<file path="src/rtl/buf_rd_streamer.sv">
// buf_rd_streamer: read-side controller for the 1024x64 activation/weight buffer.
// Turns a (base, len) command into buffer reads (1-cycle read latency) and
// presents the returned words as a valid/ready stream with a last-beat marker.
// A 2-entry output FIFO absorbs the read latency so backpressure never loses data.
// Optional feature macro: BUF_RD_STRIDE_EN (adds a stride input latched with start;
// without it the address increment is fixed at 1).
module buf_rd_streamer #(
  parameter int DATA_W = 64,
  parameter int ADDR_W = 10,
  parameter int DEPTH  = 1024
) (
  input  logic              clkb,
  input  logic              rstb_n,
  input  logic              start,
  input  logic [ADDR_W-1:0] base_addr,
  input  logic [ADDR_W:0]   len,
`ifdef BUF_RD_STRIDE_EN
  input  logic [ADDR_W-1:0] stride,
`endif
  output logic              busy,
  output logic              done,
  output logic              enb,
  output logic [ADDR_W-1:0] addrb,
  input  logic [DATA_W-1:0] doutb,
  output logic              m_valid,
  input  logic              m_ready,
  output logic [DATA_W-1:0] m_data,
  output logic              m_last
);

  typedef enum logic [1:0] {
    S_IDLE = 2'd0,
    S_RUN  = 2'd1,
    S_FIN  = 2'd2
  } state_t;

  localparam logic [ADDR_W:0] DEPTH_W = (ADDR_W+1)'(DEPTH);

  state_t            r_state;
  logic              r_busy;
  logic              r_done;
  logic [ADDR_W-1:0] r_addr;
  logic [ADDR_W:0]   r_remaining;
  logic [ADDR_W:0]   r_pop_left;
`ifdef BUF_RD_STRIDE_EN
  logic [ADDR_W-1:0] r_stride;
`endif

  logic              r_inflight;
  logic [DATA_W-1:0] r_mem [0:1];
  logic              r_wptr;
  logic              r_rptr;
  logic [1:0]        r_count;

  logic              w_pop;
  logic [2:0]        w_occ;
  logic              w_enb;
  logic [ADDR_W-1:0] w_step;
  logic [ADDR_W:0]   w_addr_sum;
  logic [ADDR_W-1:0] w_addr_nxt;

`ifdef BUF_RD_STRIDE_EN
  assign w_step = r_stride;
`else
  assign w_step = ADDR_W'(1);
`endif

  // Stream handshake and output FIFO head
  assign w_pop   = m_valid & m_ready;
  assign m_valid = (r_count != 2'd0);
  assign m_data  = r_mem[r_rptr];
  assign m_last  = m_valid && (r_pop_left == (ADDR_W+1)'(1));

  // Words held in the FIFO plus the one in flight, net of this cycle's pop.
  // Keeping this below 2 guarantees every returning word has a FIFO slot.
  assign w_occ = {1'b0, r_count} + {2'b00, r_inflight} - {2'b00, w_pop};
  assign w_enb = (r_state == S_RUN) && (r_remaining != '0) && (w_occ < 3'd2);

  assign enb   = w_enb;
  assign addrb = r_addr;
  assign busy  = r_busy;
  assign done  = r_done;

  // Address advance with explicit modulo-DEPTH wrap (also correct for non-power-of-2 DEPTH)
  assign w_addr_sum = {1'b0, r_addr} + {1'b0, w_step};
  assign w_addr_nxt = (w_addr_sum >= DEPTH_W) ? ADDR_W'(w_addr_sum - DEPTH_W)
                                              : ADDR_W'(w_addr_sum);

  // Command FSM: latches the command, walks the address counter, tracks beats still owed
  always_ff @(posedge clkb) begin
    if (!rstb_n) begin
      r_state     <= S_IDLE;
      r_busy      <= 1'b0;
      r_done      <= 1'b0;
      r_addr      <= '0;
      r_remaining <= '0;
      r_pop_left  <= '0;
`ifdef BUF_RD_STRIDE_EN
      r_stride    <= '0;
`endif
    end else begin
      case (r_state)
        S_IDLE: begin
          r_done <= 1'b0;
          if (start) begin
            r_addr <= base_addr;
`ifdef BUF_RD_STRIDE_EN
            r_stride <= stride;
`endif
            r_busy <= 1'b1;
            if (len != '0) begin
              r_state     <= S_RUN;
              r_remaining <= len;
              r_pop_left  <= len;
            end else begin
              // Empty command: no reads, straight to the completion pulse
              r_state     <= S_FIN;
              r_done      <= 1'b1;
              r_remaining <= '0;
              r_pop_left  <= '0;
            end
          end
        end
        S_RUN: begin
          if (w_enb) begin
            r_addr      <= w_addr_nxt;
            r_remaining <= r_remaining - (ADDR_W+1)'(1);
          end
          if (w_pop) begin
            r_pop_left <= r_pop_left - (ADDR_W+1)'(1);
          end
          if (w_pop && m_last) begin
            r_state <= S_FIN;
            r_done  <= 1'b1;
          end
        end
        S_FIN: begin
          r_state <= S_IDLE;
          r_busy  <= 1'b0;
          r_done  <= 1'b0;
        end
        default: begin
          r_state <= S_IDLE;
          r_busy  <= 1'b0;
          r_done  <= 1'b0;
        end
      endcase
    end
  end

  // Return path: capture buffer data one cycle after each read into the 2-entry FIFO
  always_ff @(posedge clkb) begin
    if (!rstb_n) begin
      r_inflight <= 1'b0;
      r_wptr     <= 1'b0;
      r_rptr     <= 1'b0;
      r_count    <= 2'd0;
      r_mem[0]   <= '0;
      r_mem[1]   <= '0;
    end else begin
      r_inflight <= w_enb;
      if (r_inflight) begin
        r_mem[r_wptr] <= doutb;
        r_wptr        <= ~r_wptr;
      end
      if (w_pop) begin
        r_rptr <= ~r_rptr;
      end
      r_count <= r_count + {1'b0, r_inflight} - {1'b0, w_pop};
    end
  end

endmodule
</file>
<file path="config.mk">
export PLATFORM = sky130hd
export DESIGN_NAME = buf_rd_streamer
export DESIGN_NICKNAME = d
export VERILOG_FILES = /design/src/rtl/buf_rd_streamer.sv
export SDC_FILE = /design/constraint.sdc
export NUM_CORES = 1
export LEC_CHECK = 0
export BUFFER_PORTS_ARGS = -buffer_cell sky130_fd_sc_hd__buf_2
export CAP_MARGIN = 0
export CORE_UTILIZATION = 35
export DETAILED_ROUTE_END_ITERATION = 8
export PLACE_DENSITY_LB_ADDON = 0.3
export SLEW_MARGIN = 20
export SYNTH_ARGS = -nofsm -noshare
export SYNTH_HDL_FRONTEND = slang
export SYNTH_SLANG_ARGS = --single-unit
</file>
<file path="constraint.sdc">
create_clock -name clkb -period 5.2 [get_ports clkb]
set_input_delay 1.04 -clock clkb [delete_from_list [all_inputs] [get_ports clkb]]
set_output_delay 1.04 -clock clkb [all_outputs]
set_load 0.005 [all_outputs]
</file>
## After elaboration in Yosys (flattened, before gate mapping)

Memories as Yosys holds them, arrays and structs flattened. A register that Yosys moved wholly into a read port is not among the register bits.
Index checks and enable logic that the tools add are counted.

| word-level totals | value |
|---|---|
| output and inout port bits | 79 |
| register bits | 41 |
| word-level logic and storage cells | 74 |
| RAM bits | 128 |
| memories kept | 1 |
| input port bits | 89 |

| cells by class | value |
|---|---|
| add/sub/neg operators | 8 |
| bitwise gates (word level) | 4 |
| equal/unequal tests | 6 |
| reductions and logical operators | 14 |
| order comparisons | 2 |
| mux-type cells | 29 |

Memories:

| memory | words | width | read ports | clocked after memory_dff | wr ports | line | source |
|---|---|---|---|---|---|---|---|
| r_mem | 2 | 64 | 1 | 1 | 2 | 50 | `logic [DATA_W-1:0] r_mem [0:1];` |

Operator list:

| kind | number |
|---|---|
| $mux W64 | 1 |
| $reduce_or A64 Y1 | 1 |
| $mux W11 | 4 |
| $pmux W11 S2 | 2 |
| $mux W10 | 3 |
| $reduce_bool A11 Y1 | 2 |
| $sub A11 B1 Y11 const B | 2 |
| $pmux W10 S2 | 1 |
| $mux W1 | 12 |
| $add A10 B1 Y11 const B | 1 |
| $eq A11 B1 Y1 const B | 1 |
| $ge A11 B11 Y1 const B | 1 |
| $sub A10 B1 Y10 const B | 1 |
| $mux W2 | 3 |
| $ne A2 B2 Y1 const B | 3 |
| $reduce_and A3 Y1 | 2 |
| $logic_and A1 B1 Y1 | 4 |
| $pmux W1 S2 | 2 |
| $pmux W2 S2 | 1 |
| $reduce_and A2 Y1 | 2 |
| $reduce_bool A2 Y1 | 2 |
| $add A2 B1 Y3 | 1 |
| $lt A3 B2 Y1 const B | 1 |
| $not A1 Y1 | 3 |
| other kinds (7) | 7 |

## Longest topological paths before layout

| logic depth | value |
|---|---|
| depth after elaboration | 7 |
| mapped depth | 11 |
| gate-level depth less buffers | 10 |

## Worst setup path before layout

OpenSTA, ideal clock, no wires.

| timing | value |
|---|---|
| kind | register to register |
| start point | register r_inflight |
| end point | memory r_mem[0][0], enable pin |
| required time | 4.626 ns |
| path slack | -0.299 ns |
| arrival | 4.925 ns |
| clock period less this slack | 5.499 ns |
| setup time | 0.574 ns |
| cell stages (with the launch flop) | 3 |
| buffers on the path | 0 |
| cell sequence | dfxtp_1 -> inv_1 -> o21ai_0 |

RTL lines:

| item | line | source |
|---|---|---|
| start, declared | 49 | `logic r_inflight;` |
| start signal, assigned | 161 | `r_inflight <= w_enb;` |
| end, declared | 50 |  |

## Worst setup path in the final report

| timing | value |
|---|---|
| start point | input m_ready |
| end point | output enb |

| on the way | value |
|---|---|
| word-level cells in the longest chain between the ends | 4 |

RTL lines:

| item | line | source |
|---|---|---|
| start, declared | 26 | `input logic m_ready,` |
| $and A1 B1 Y1 | 69 | `assign w_pop = m_valid & m_ready;` |
| named net w_pop | 55 | `logic w_pop;` |
| $sub A3 B1 Y3 | 76 | `assign w_occ = {1'b0, r_count} + {2'b00, r_inflight} - {2'b00, w_pop};` |
| $lt A3 B2 Y1 | 77 | `assign w_enb = (r_state == S_RUN) && (r_remaining != '0) && (w_occ < 3'd2);` |
| $logic_and A1 B1 Y1 | 77 |  |
| end, declared | 22 | `output logic enb,` |

The timed path passes the listed nets, and every way through them passes these cells.

==> key figures <==
Placed design
  • Post-DP Area: 9092 um2
  • Dpl cells: 1067
  • Port bufs: 167
  • Hpwl dp: 11470 um
  • RePlAce Congestion: 0.8320

Layout
  • Layout Cells excl Fill: 1100
  • Area Overhead vs Synth: 21.13%
  • FILL cells: 2083
  • Final #Nets: 903
  • Finished Core Util: 43.77%
  • Seq. cell area: 4686 um2
  • Area taken by multi-input logic gates: 3100 um2
  • Final Cell Area: 9671 um2
  • Share of layout cells above drive strength 1: 35.78%

Timing
  • Sum Neg Setup Slack: 0 ns
  • Post-route minimum period: 3.959 ns
  • RSZ-0062 raised after global routing: no
  • Max-slew headroom: 35.23%
  • Slew Viols, Final: 0
  • Final Cycle Share: 76.13%
  • Least-Margin Pin Slew: 0.9715 ns
  • Final Hold Viols: 0
  • # setup viols final: 0
  • Max Clock Skew: 0.01198 ns
  • Fmax: 252.6 MHz

Floorplan
  • Die height: 153.0 um
  • Top Ports: 168
  • Core Area: 22090 um2
  • Initial Utilization: 36.14%
  • Die X: 153.0 um
  • Die Area: 23420 um2
  • Row count: 54

Clock tree
  • Hold Buf Count CTS: 0
  • Skew-Pair Late Insertion Delay: 0.43 ns
  • Post-CTS Resized: 0
  • TritonCTS clock tree: yes
  • TritonCTS Buffers: 17
  • Clk pin slew, worst setup/hold paths: 0.07 ns
  • Clock buffer depth: 2
  • Number of clock sinks: 170
  • CTS root buf: clkbuf_16
  • Postcts setup bufs: 0
  • Htree depth: 4

Setup path
  • Kind of critical path: in2out
  • Reg2Reg Setup Slack: 2.03 ns
  • CP Launch Point: m_ready
  • Worst r2r src: r_count[1]$_SDFF_PN0_
  • Critical Path End: enb
  • Worst Path Arrival: 2.92 ns
  • Worst setup EP type: output pin
  • R2R Path End: addrb[0]$_SDFFE_PN0P_
  • CP max FO: 3
  • CP max stage delay: 0.38 ns
  • Worst path slowest cell: fa_1
  • CP Launch Type: input pin
  • Reg2Reg Depth: 11
  • CP delay by family, top: adder cells
  • Buf/Inv on CP: 3
  • CP Cell Sequence: buf_2, and2_1, ha_1, inv_1, ha_1, fa_1, xnor2_1, nor4_1, buf_2
  • Worst path depth: 9
  • Data required, critical path: 4.16 ns

Power
  • Power share of the combinational group: 31.2%
  • Psw: 1.475 mW
  • Peak VDD IR: 226.7 uV
  • Leakage: 3.935 nW
  • Sequential power share: 41.0%
  • Clk network pwr share: 27.8%
  • Sw Ratio: 33.18%
  • Pwr dens: 459.8 nW/um2
  • P_int: 2.972 mW

Logic synthesis
  • Syn. warnings: 0
  • Avg Inst Size Synth: 12.21 um2
  • Asr flop ratio synth: 0%
  • Synth Cell Area: 7984 um2
  • Post-Synthesis Cells: 654
  • Seq/Total Area, Yosys: 58.67%
  • EDFF count, synth: 128
  • Post-synthesis cell type count: 59
  • Synthesized flop and latch total: 170
  • Synth Net Count: 751
  • Ys flop type: edfxtp_1

Outcome
  • Status: finished, final reports clean

Routing
  • Overall routed net length: 18450 um
  • Drt initial violations: 333
  • DR vias/cell: 5.121
  • Vias: 5633
  • Post-DRT Antenna Nets: 0
  • DRT Pass-1 Iters: 4
  • Routed len/inst: 16.78 um
  • Drt drc: 0

Global routing
  • Met2 Use GR: 25.77%
  • Routing usage on met3: 3.969%
  • Largest net degree at the start of global routing: 65
  • Initial antenna violation count: 3
  • First-pass GRT wire length: 29060 um
  • Vias in the first global route: 5415
  • Total track usage: 15.93%
  • GRT busiest layer: met2
  • GRT met1 Usage: 20.91%
  • GRT overflow: 0

Hold path
  • Min-Delay Path Class: reg2reg

Job
  • Max cap viols: 0
==> per-stage QoR <==
stage,total power [mW],setup WS (ns),hold slack (ns)
6_report,4.447,1.241,0.4755
5_1_grt,4.685,1.115,0.5039
3_5_place_dp,3.239,1.244,0.4626
4_1_cts,4.483,1.236,0.4742
3_3_place_gp,3.230,1.302,0.4552
2_1_floorplan,2.749,1.298,0.4401
==> cells in the final DEF (no fill, tap or decap), drive strengths merged, types with 3 or more instances in the layout <==
| cell type | n |
|---|---|
| a31oi | 9 |
| and2 | 136 |
| a21o | 4 |
| edfxtp | 128 |
| a31o | 8 |
| nor3b | 5 |
| or4 | 3 |
| dfxtp | 42 |
| clkinv | 5 |
| nor4 | 5 |
| nor2 | 13 |
| o21ai | 15 |
| nor3 | 7 |
| buf | 177 |
| or3 | 6 |
| mux2 | 64 |
| or2 | 5 |
| a21oi | 19 |
| clkbuf | 17 |
| ha | 7 |
| o31a | 7 |
| o22ai | 4 |
| a32o | 3 |
| xnor2 | 3 |
| inv | 20 |
| or3b | 3 |
| and3 | 5 |
| nand3 | 8 |
| o311ai | 5 |
| o31ai | 15 |
| nand2 | 31 |
| a211oi | 4 |
| nand2b | 6 |
==> worst min-delay path: cells and delay by family (launching register included) <==
family          cells  cell delay, ns
buf+inv             1            0.05
compound gates      1            0.05
flops               1            0.33
==> synthesized netlist by cell type (4+ instances only) <==
library cell | count | area, um2
and2_1 | 136 | 850.8
edfxtp_1 | 128 | 3844
mux2_2 | 64 | 720.7
dfxtp_1 | 42 | 840.8
clkbuf_1 | 37 | 138.9
nand2_1 | 31 | 116.4
a21oi_1 | 19 | 95.09
o21ai_0 | 15 | 75.07
o31ai_1 | 15 | 112.6
nor2_1 | 13 | 48.80
inv_1 | 12 | 45.04
a31oi_1 | 9 | 56.30
nand3_1 | 8 | 40.04
ha_1 | 7 | 87.58
nor3_1 | 7 | 35.03
o31a_1 | 7 | 61.31
nand2b_1 | 6 | 37.54
or3_1 | 6 | 37.54
a31o_1 | 5 | 43.79
and3_1 | 5 | 31.28
nor3b_1 | 5 | 37.54
nor4_1 | 5 | 31.28
o311ai_0 | 5 | 43.79
or2_2 | 5 | 31.28
a211oi_1 | 4 | 30.03
a21o_1 | 4 | 30.03
buf_1 | 4 | 15.01
o22ai_1 | 4 | 25.02
==> flip-flops by register name (all words and copies together), names as in the netlist, named ones only <==
register     flops
addrb           10
done             1
r_inflight       1
r_mem          128
r_pop_left      11
r_wptr           1
r_remaining     11
r_state          2
r_rptr           1
busy             1
r_count          2
==> worst min-delay path by stage <==
stage / from / end / slack [ns] / depth (start not counted)
3_3_place_gp: busy$_SDFFE_PN0P_ / busy$_SDFFE_PN0P_ / 0.46 / 2
3_5_place_dp: busy$_SDFFE_PN0P_ / busy$_SDFFE_PN0P_ / 0.46 / 2
6_report: busy$_SDFFE_PN0P_ / busy$_SDFFE_PN0P_ / 0.48 / 2
2_1_floorplan: busy$_SDFFE_PN0P_ / busy$_SDFFE_PN0P_ / 0.44 / 2
5_1_grt: r_pop_left[10]$_SDFFE_PN0P_ / r_pop_left[10]$_SDFFE_PN0P_ / 0.50 / 2
4_1_cts: busy$_SDFFE_PN0P_ / busy$_SDFFE_PN0P_ / 0.47 / 2
==> per-layer routing <==
metal  vias to the layer above  routed length (um)
met5                         -                  27
met4                         4                 223
met3                        22                1156
met2                       173                8603
met1                      2717                8444
li1                       2717                   -
==> power by group through the flow <==
| stage | combinational, mW | sequential [mW] | clock (mW) |
|---|---|---|---|
| global route | 1.52 | 1.85 | 1.32 |
| global placement | 1.38 | 1.85 | 0 |
| CTS | 1.40 | 1.82 | 1.27 |
| detailed placement | 1.39 | 1.85 | 0 |
| finish | 1.39 | 1.82 | 1.24 |
| floorplan | 0.924 | 1.82 | 0 |
==> layout make-up <==
| type | count | share of cell area, % |
|---|---|---|
| Multi-Input combinational cell | 428 | 32.06 |
| Sequential cell | 170 | 48.45 |
| Inverter | 12 | 0.4658 |
| Timing Repair Buffer | 177 | 9.419 |
| Clock inverter | 15 | 1.553 |
| Antenna cell | 1 | 0.02588 |
| Tap cell | 280 | 3.623 |
| Clock buffer | 17 | 4.399 |
==> logic make-up (layout without fill, tap and decap cells) <==
group	count (synthesis)	after routing	share of synthesized area, %
compound gates	112	112	9.952
fa+ha+maj	8	8	1.348
other cells	0	1	0
mux	64	64	9.027
flops	170	170	58.67
xor+xnor	3	3	0.3292
buf+inv	56	221	2.836
simple gates	241	241	17.83
Note: power is estimated with default switching activity, not from simulation.
